**src/rtl/conv55_pkg.sv**
```systemverilog
// Shared constants for the 5x5 convolution window generator.
package conv55_pkg;

    localparam int KSIZE      = 5;
    localparam int NTAPS      = KSIZE * KSIZE;
    localparam int DEF_DATA_W = 8;
    localparam int WINDOW_W   = NTAPS * DEF_DATA_W;

endpackage

```
**src/rtl/conv55_line_buf.sv**
```systemverilog
// One image line of storage: combinational read and registered write at the same index,
// so a read in the write cycle returns the value from the previous row.
module conv55_line_buf #(
    parameter int IMG_W  = 32,
    parameter int DATA_W = 8,
    localparam int IDX_W = $clog2(IMG_W)
) (
    input  logic              clk,
    input  logic              wr_en,
    input  logic [IDX_W-1:0]  idx,
    input  logic [DATA_W-1:0] wr_data,
    output logic [DATA_W-1:0] rd_data
);

    logic [DATA_W-1:0] mem [IMG_W];

    assign rd_data = mem[idx];

    // Write the new value at the current column; contents are never cleared.
    always_ff @(posedge clk) begin
        if (wr_en) begin
            mem[idx] <= wr_data;
        end
    end

endmodule

```
**src/rtl/conv55_window_gen.sv**
```systemverilog
// Raster-scan 5x5 sliding window generator feeding a 5x5 convolution unit.
module conv55_window_gen
    import conv55_pkg::*;
#(
    parameter int IMG_W  = 32,
    parameter int IMG_H  = 32,
    parameter int DATA_W = DEF_DATA_W
) (
    input  logic                    clk,
    input  logic                    rst,
    input  logic                    in_valid,
    output logic                    in_ready,
    input  logic [DATA_W-1:0]       in_pixel,
    output logic                    out_valid,
    input  logic                    out_ready,
    output logic [NTAPS*DATA_W-1:0] out_window,
    output logic                    frame_done
);

    localparam int CW = $clog2(IMG_W);
    localparam int RW = $clog2(IMG_H);

    logic [CW-1:0]     col_q, col_d;
    logic [RW-1:0]     row_q, row_d;
    logic              out_valid_q, out_valid_d;
    logic              frame_done_q, frame_done_d;
    logic              accept, last_col, last_row, win_pixel;
    logic [DATA_W-1:0] line_rd [4];
    logic [DATA_W-1:0] line_wr [4];
    logic [DATA_W-1:0] taps_q [KSIZE][KSIZE];

    assign in_ready   = !out_valid_q || out_ready;
    assign accept     = in_valid && in_ready;
    assign last_col   = (col_q == CW'(IMG_W - 1));
    assign last_row   = (row_q == RW'(IMG_H - 1));
    assign win_pixel  = (row_q >= RW'(KSIZE - 1)) && (col_q >= CW'(KSIZE - 1));
    assign out_valid  = out_valid_q;
    assign frame_done = frame_done_q;

    // Line buffers form a vertical shift chain: line0 holds the newest previous row.
    assign line_wr[0] = in_pixel;
    assign line_wr[1] = line_rd[0];
    assign line_wr[2] = line_rd[1];
    assign line_wr[3] = line_rd[2];

    for (genvar i = 0; i < 4; i++) begin : g_line
        conv55_line_buf #(
            .IMG_W  (IMG_W),
            .DATA_W (DATA_W)
        ) u_line (
            .clk     (clk),
            .wr_en   (accept),
            .idx     (col_q),
            .wr_data (line_wr[i]),
            .rd_data (line_rd[i])
        );
    end

    // Next-state for position counters, window valid and end-of-frame pulse.
    always_comb begin
        col_d        = col_q;
        row_d        = row_q;
        out_valid_d  = out_valid_q;
        frame_done_d = 1'b0;
        if (accept) begin
            out_valid_d  = win_pixel;
            frame_done_d = last_col && last_row;
            if (last_col) begin
                col_d = '0;
                row_d = last_row ? '0 : row_q + 1'b1;
            end else begin
                col_d = col_q + 1'b1;
            end
        end else if (out_ready) begin
            out_valid_d = 1'b0;
        end
    end

    // Control state register with synchronous reset.
    always_ff @(posedge clk) begin
        if (rst) begin
            col_q        <= '0;
            row_q        <= '0;
            out_valid_q  <= 1'b0;
            frame_done_q <= 1'b0;
        end else begin
            col_q        <= col_d;
            row_q        <= row_d;
            out_valid_q  <= out_valid_d;
            frame_done_q <= frame_done_d;
        end
    end

    // Tap array shifts left each accepted pixel; column 4 takes the new vertical slice.
    // Row-straddling windows are garbage but never flagged valid.
    always_ff @(posedge clk) begin
        if (accept) begin
            for (int r = 0; r < KSIZE; r++) begin
                for (int c = 0; c < KSIZE - 1; c++) begin
                    taps_q[r][c] <= taps_q[r][c+1];
                end
            end
            taps_q[0][KSIZE-1] <= line_rd[3];
            taps_q[1][KSIZE-1] <= line_rd[2];
            taps_q[2][KSIZE-1] <= line_rd[1];
            taps_q[3][KSIZE-1] <= line_rd[0];
            taps_q[4][KSIZE-1] <= in_pixel;
        end
    end

    // Flatten taps; forced to zero when no window is presented so reset shows zeros.
    always_comb begin
        out_window = '0;
        if (out_valid_q) begin
            for (int r = 0; r < KSIZE; r++) begin
                for (int c = 0; c < KSIZE; c++) begin
                    out_window[(r*KSIZE+c)*DATA_W +: DATA_W] = taps_q[r][c];
                end
            end
        end
    end

endmodule

```
**config.mk**
```make
export PLATFORM = sky130hd
export DESIGN_NAME = conv55_window_gen
export DESIGN_NICKNAME = d
export VERILOG_FILES = /design/src/rtl/conv55_pkg.sv /design/src/rtl/conv55_line_buf.sv /design/src/rtl/conv55_window_gen.sv
export SDC_FILE = /design/constraint.sdc
export NUM_CORES = 1
export LEC_CHECK = 0
export ABC_AREA = 0
export BUFFER_PORTS_ARGS = -buffer_cell sky130_fd_sc_hd__buf_2
export CORE_ASPECT_RATIO = 0.7
export CORE_MARGIN = 2
export CORE_UTILIZATION = 44
export DETAILED_ROUTE_END_ITERATION = 10
export HOLD_SLACK_MARGIN = 0.06
export PLACE_DENSITY = 0.6
export SLEW_MARGIN = 20
export SYNTH_ARGS = -nofsm -noshare
export SYNTH_HDL_FRONTEND = slang
export SYNTH_SLANG_ARGS = --single-unit
export TNS_END_PERCENT = 100
```
**constraint.sdc**
```tcl
create_clock -name clk -period 5.45 [get_ports clk]
set_clock_uncertainty 0.1 [all_clocks]
set_input_delay 0.545 -clock clk [delete_from_list [all_inputs] [get_ports clk]]
set_output_delay 0.545 -clock clk [all_outputs]
set_load 0.01 [all_outputs]
```
==> flow_summary.json <==
{
  "critical_path_peak_fanout": 84,
  "crit_family": "simple AND/OR/NAND/NOR gates",
  "swShare": 0.218,
  "end_kind": "register",
  "gr-total-overflow": 0,
  "syn_area_um2": 47900,
  "grt_pass1_wl_um": 169000,
  "synthSimpleGateAreaFrac": 0.0548,
  "area_delta_synth_final_pct": 15.5,
  "avgSynthCellArea_um2": 17.6,
  "hold_violations": 0,
  "slowest_delay_ps": 1010,
  "layout_commonest_cell": "edfxtp_1",
  "synth_edf_count": 1224,
  "setup_tns_ps": 0,
  "start_kind": "register",
  "path_depth": 6,
  "dieWidth_um": 398,
  "whs_ps": 324,
  "synth_mux_area_frac": 0.107,
  "ys_warn_count": 0,
  "placed_area_um2": 51500,
  "drt-pass1-iter-count": 5,
  "grt_setup_unrepaired": "no",
  "wl_per_cell_um": 25.4,
  "clkPwrFrac": 0.398,
  "fin_area_um2": 55300,
  "die_area_um2": 112000,
  "fillers": 8664,
  "cts_tree": "done",
  "ctsResizeCount": 0,
  "postCtsSetupBuffers": 0,
  "crit_path_start": "out_valid",
  "ys_types": 37,
  "synth_cells": 2725,
  "globalRouteTotalUtil": 0.205,
  "drc": 0,
  "row_count": 101,
  "num_io_pins": 215,
  "clkLatencyLatePin_ps": 720,
  "place_congestion": 0.825,
  "crit_chain": "nand2b_1, nand2_1, inv_8, nand2_1, nor2_4, buf_4",
  "synth_top_family_by_area": "multiplexers",
  "cp_slowest_cell": "nor2_4",
  "finalCritPeriodShare": 0.711,
  "initial_core_util": 0.443,
  "grt_max_degree": 120,
  "drive_gt1_frac": 0.176,
  "clk_path_buf_depth": 3,
  "drv_slew": 0,
  "hpwlAfterDp_um": 70900,
  "p_comb_frac": 0.055,
  "min_period_ps": 3870,
  "totalWireLength_um": 115000,
  "clk_pin_slew_ps": 60,
  "synth_fa_ha_area_frac": 0.00209,
  "timing.final.setup_violations": 0,
  "cap_violations": 0,
  "fp.coreArea_um2": 108000,
  "synthFlopType": "edfxtp_1",
  "fin_ws_ps": 1580,
  "numPortBuffers": 214,
  "ant_nets": 0,
  "preCtsSetupSlack_ps": 1560,
  "reg2reg_from": "out_valid",
  "seq_area_frac_synth": 0.774,
  "r2r_end": "g_line[3].u_line.mem[0][3]",
  "ys_ff_latch": 1241,
  "ctsHoldBuffers": 3,
  "power.density_nw_per_um2": 361,
  "multi_input_area_um2": 10200,
  "path_common_cell": "nand2_1",
  "numCtsBuffers": 114,
  "synth_xor_area_frac": 0.000183,
  "cp.arrival_ps": 4150,
  "power.switching_mw": 4.37,
  "crit_required_ps": 5730,
  "relSlewSlack": 0.289,
  "final-seq-area_um2": 37100,
  "drt_iter0_markers": 2893,
  "synth_nets": 2745,
  "seq_power_share": 0.547,
  "clock.fmax_ghz": 0.258,
  "reg2reg_slack_ps": 1580,
  "final_cell_mix": "edfxtp_1, mux2i_1, buf_2, and2_1, clkbuf_16",
  "antenna_found_initial": 5,
  "p_int_mw": 15.6,
  "synth-compound-area-share": 0.0429,
  "outcome": "finished clean",
  "worstSetupPathType": "reg -> reg",
  "cts_max_level": 3,
  "tightest_slew_ps": 1070,
  "root_buffer": "clkbuf_16",
  "final_nets": 3028,
  "r2r_cells": 6,
  "clock-sinks": 1241,
  "via_count": 25400,
  "async_reset_ff_frac": 0,
  "routed_via_density": 5.58,
  "crit_end": "g_line[3].u_line.mem[0][3]",
  "die-height_um": 280,
  "hp-class": "in -> reg",
  "leakage_nw": 18.1,
  "ir_drop_uv": 239,
  "path_buf_inv": 2,
  "grt_pass1_vias": 24900
}
## cell type report
cell class / count / share of cell area
Timing Repair Buffer: 319 / 0.0435
Tap cell: 1442 / 0.0326
Inverter: 5 / 0.000475
Multi-Input combinational cell: 1327 / 0.185
Sequential cell: 1241 / 0.670
Clock buffer: 140 / 0.0548
Clock inverter: 74 / 0.0131
Antenna cell: 3 / 0.000136
## state kept, by name (all words and copies together), names as in the netlist, named ones only
| register | flops |
|---|---|
| g_line.u_line.mem | 1024 |
| taps_q | 200 |
| col_q | 5 |
| row_q | 5 |
| frame_done | 1 |
| out_valid | 1 |
## per-layer routing
layer,vias to the layer above,part of all wire,global-route usage
met5,-,0,0
met4,0,0.013,0.0393
met3,117,0.086,0.0472
met2,956,0.42,0.283
met1,13100,0.48,0.330
li1,11200,-,-
## worst min path at each step
stage	startpoint	endpoint	depth (start not counted)	slack, ps
finish	out_ready	frame_done	4	320
global route	in_pixel[7]	g_line[0].u_line.mem[13][7]	1	330
CTS	out_ready	frame_done	4	260
detailed placement	taps_q[4][8]	taps_q[4][16]	0	330
global placement	taps_q[1][26]	taps_q[1][34]	0	320
floorplan	taps_q[0][2]	taps_q[0][10]	0	320
## worst min-delay path, stage by stage
cell      delay, ps
buf_2            90
nand2b_1        190
nand3_2         190
nor3b_1          70
## per-stage QoR
step / util / total power, mW / std cells
floorplan: - / 11.7 / 2725
global placement: 0.471 / 12.2 / 4308
detailed placement: 0.476 / 12.2 / 4327
CTS: 0.511 / 20.1 / 4544
global route: 0.512 / 20.6 / 4548
finish: 0.512 / 20.0 / 4551
## logic make-up (layout without fill, tap and decap cells)
logic type	after synthesis	after routing
muxes	512	512
xor gates and xnor gates	1	1
DFF	1241	1241
adders and majority gates	8	8
and+or+nand+nor	501	501
AOI/OAI and AO/OA	305	305
other	0	3
buffers and inverters	157	538
## synth_stat cells, types with 24 or more instances
cell type | number | area, µm²
buf_4 | 24 | 180
and2_1 | 201 | 1260
nor2_1 | 37 | 139
buf_2 | 31 | 155
a22oi_1 | 96 | 721
clkbuf_1 | 64 | 240
nand2_1 | 108 | 405
mux2i_1 | 512 | 5120
nor3_1 | 33 | 165
nand3_1 | 100 | 500
a21oi_1 | 106 | 531
edfxtp_1 | 1224 | 36800
a22o_1 | 64 | 561
a31oi_1 | 34 | 213
## power groups by stage
stage	sequential, mW	combinational [mW]	clock, mW
global route	10.9	1.18	8.49
floorplan	11.1	0.620	0
finish	10.9	1.11	7.96
CTS	10.9	1.10	8.12
global placement	11.1	1.06	0
detailed placement	11.1	1.09	0
Power figures use the tool's default switching activity.
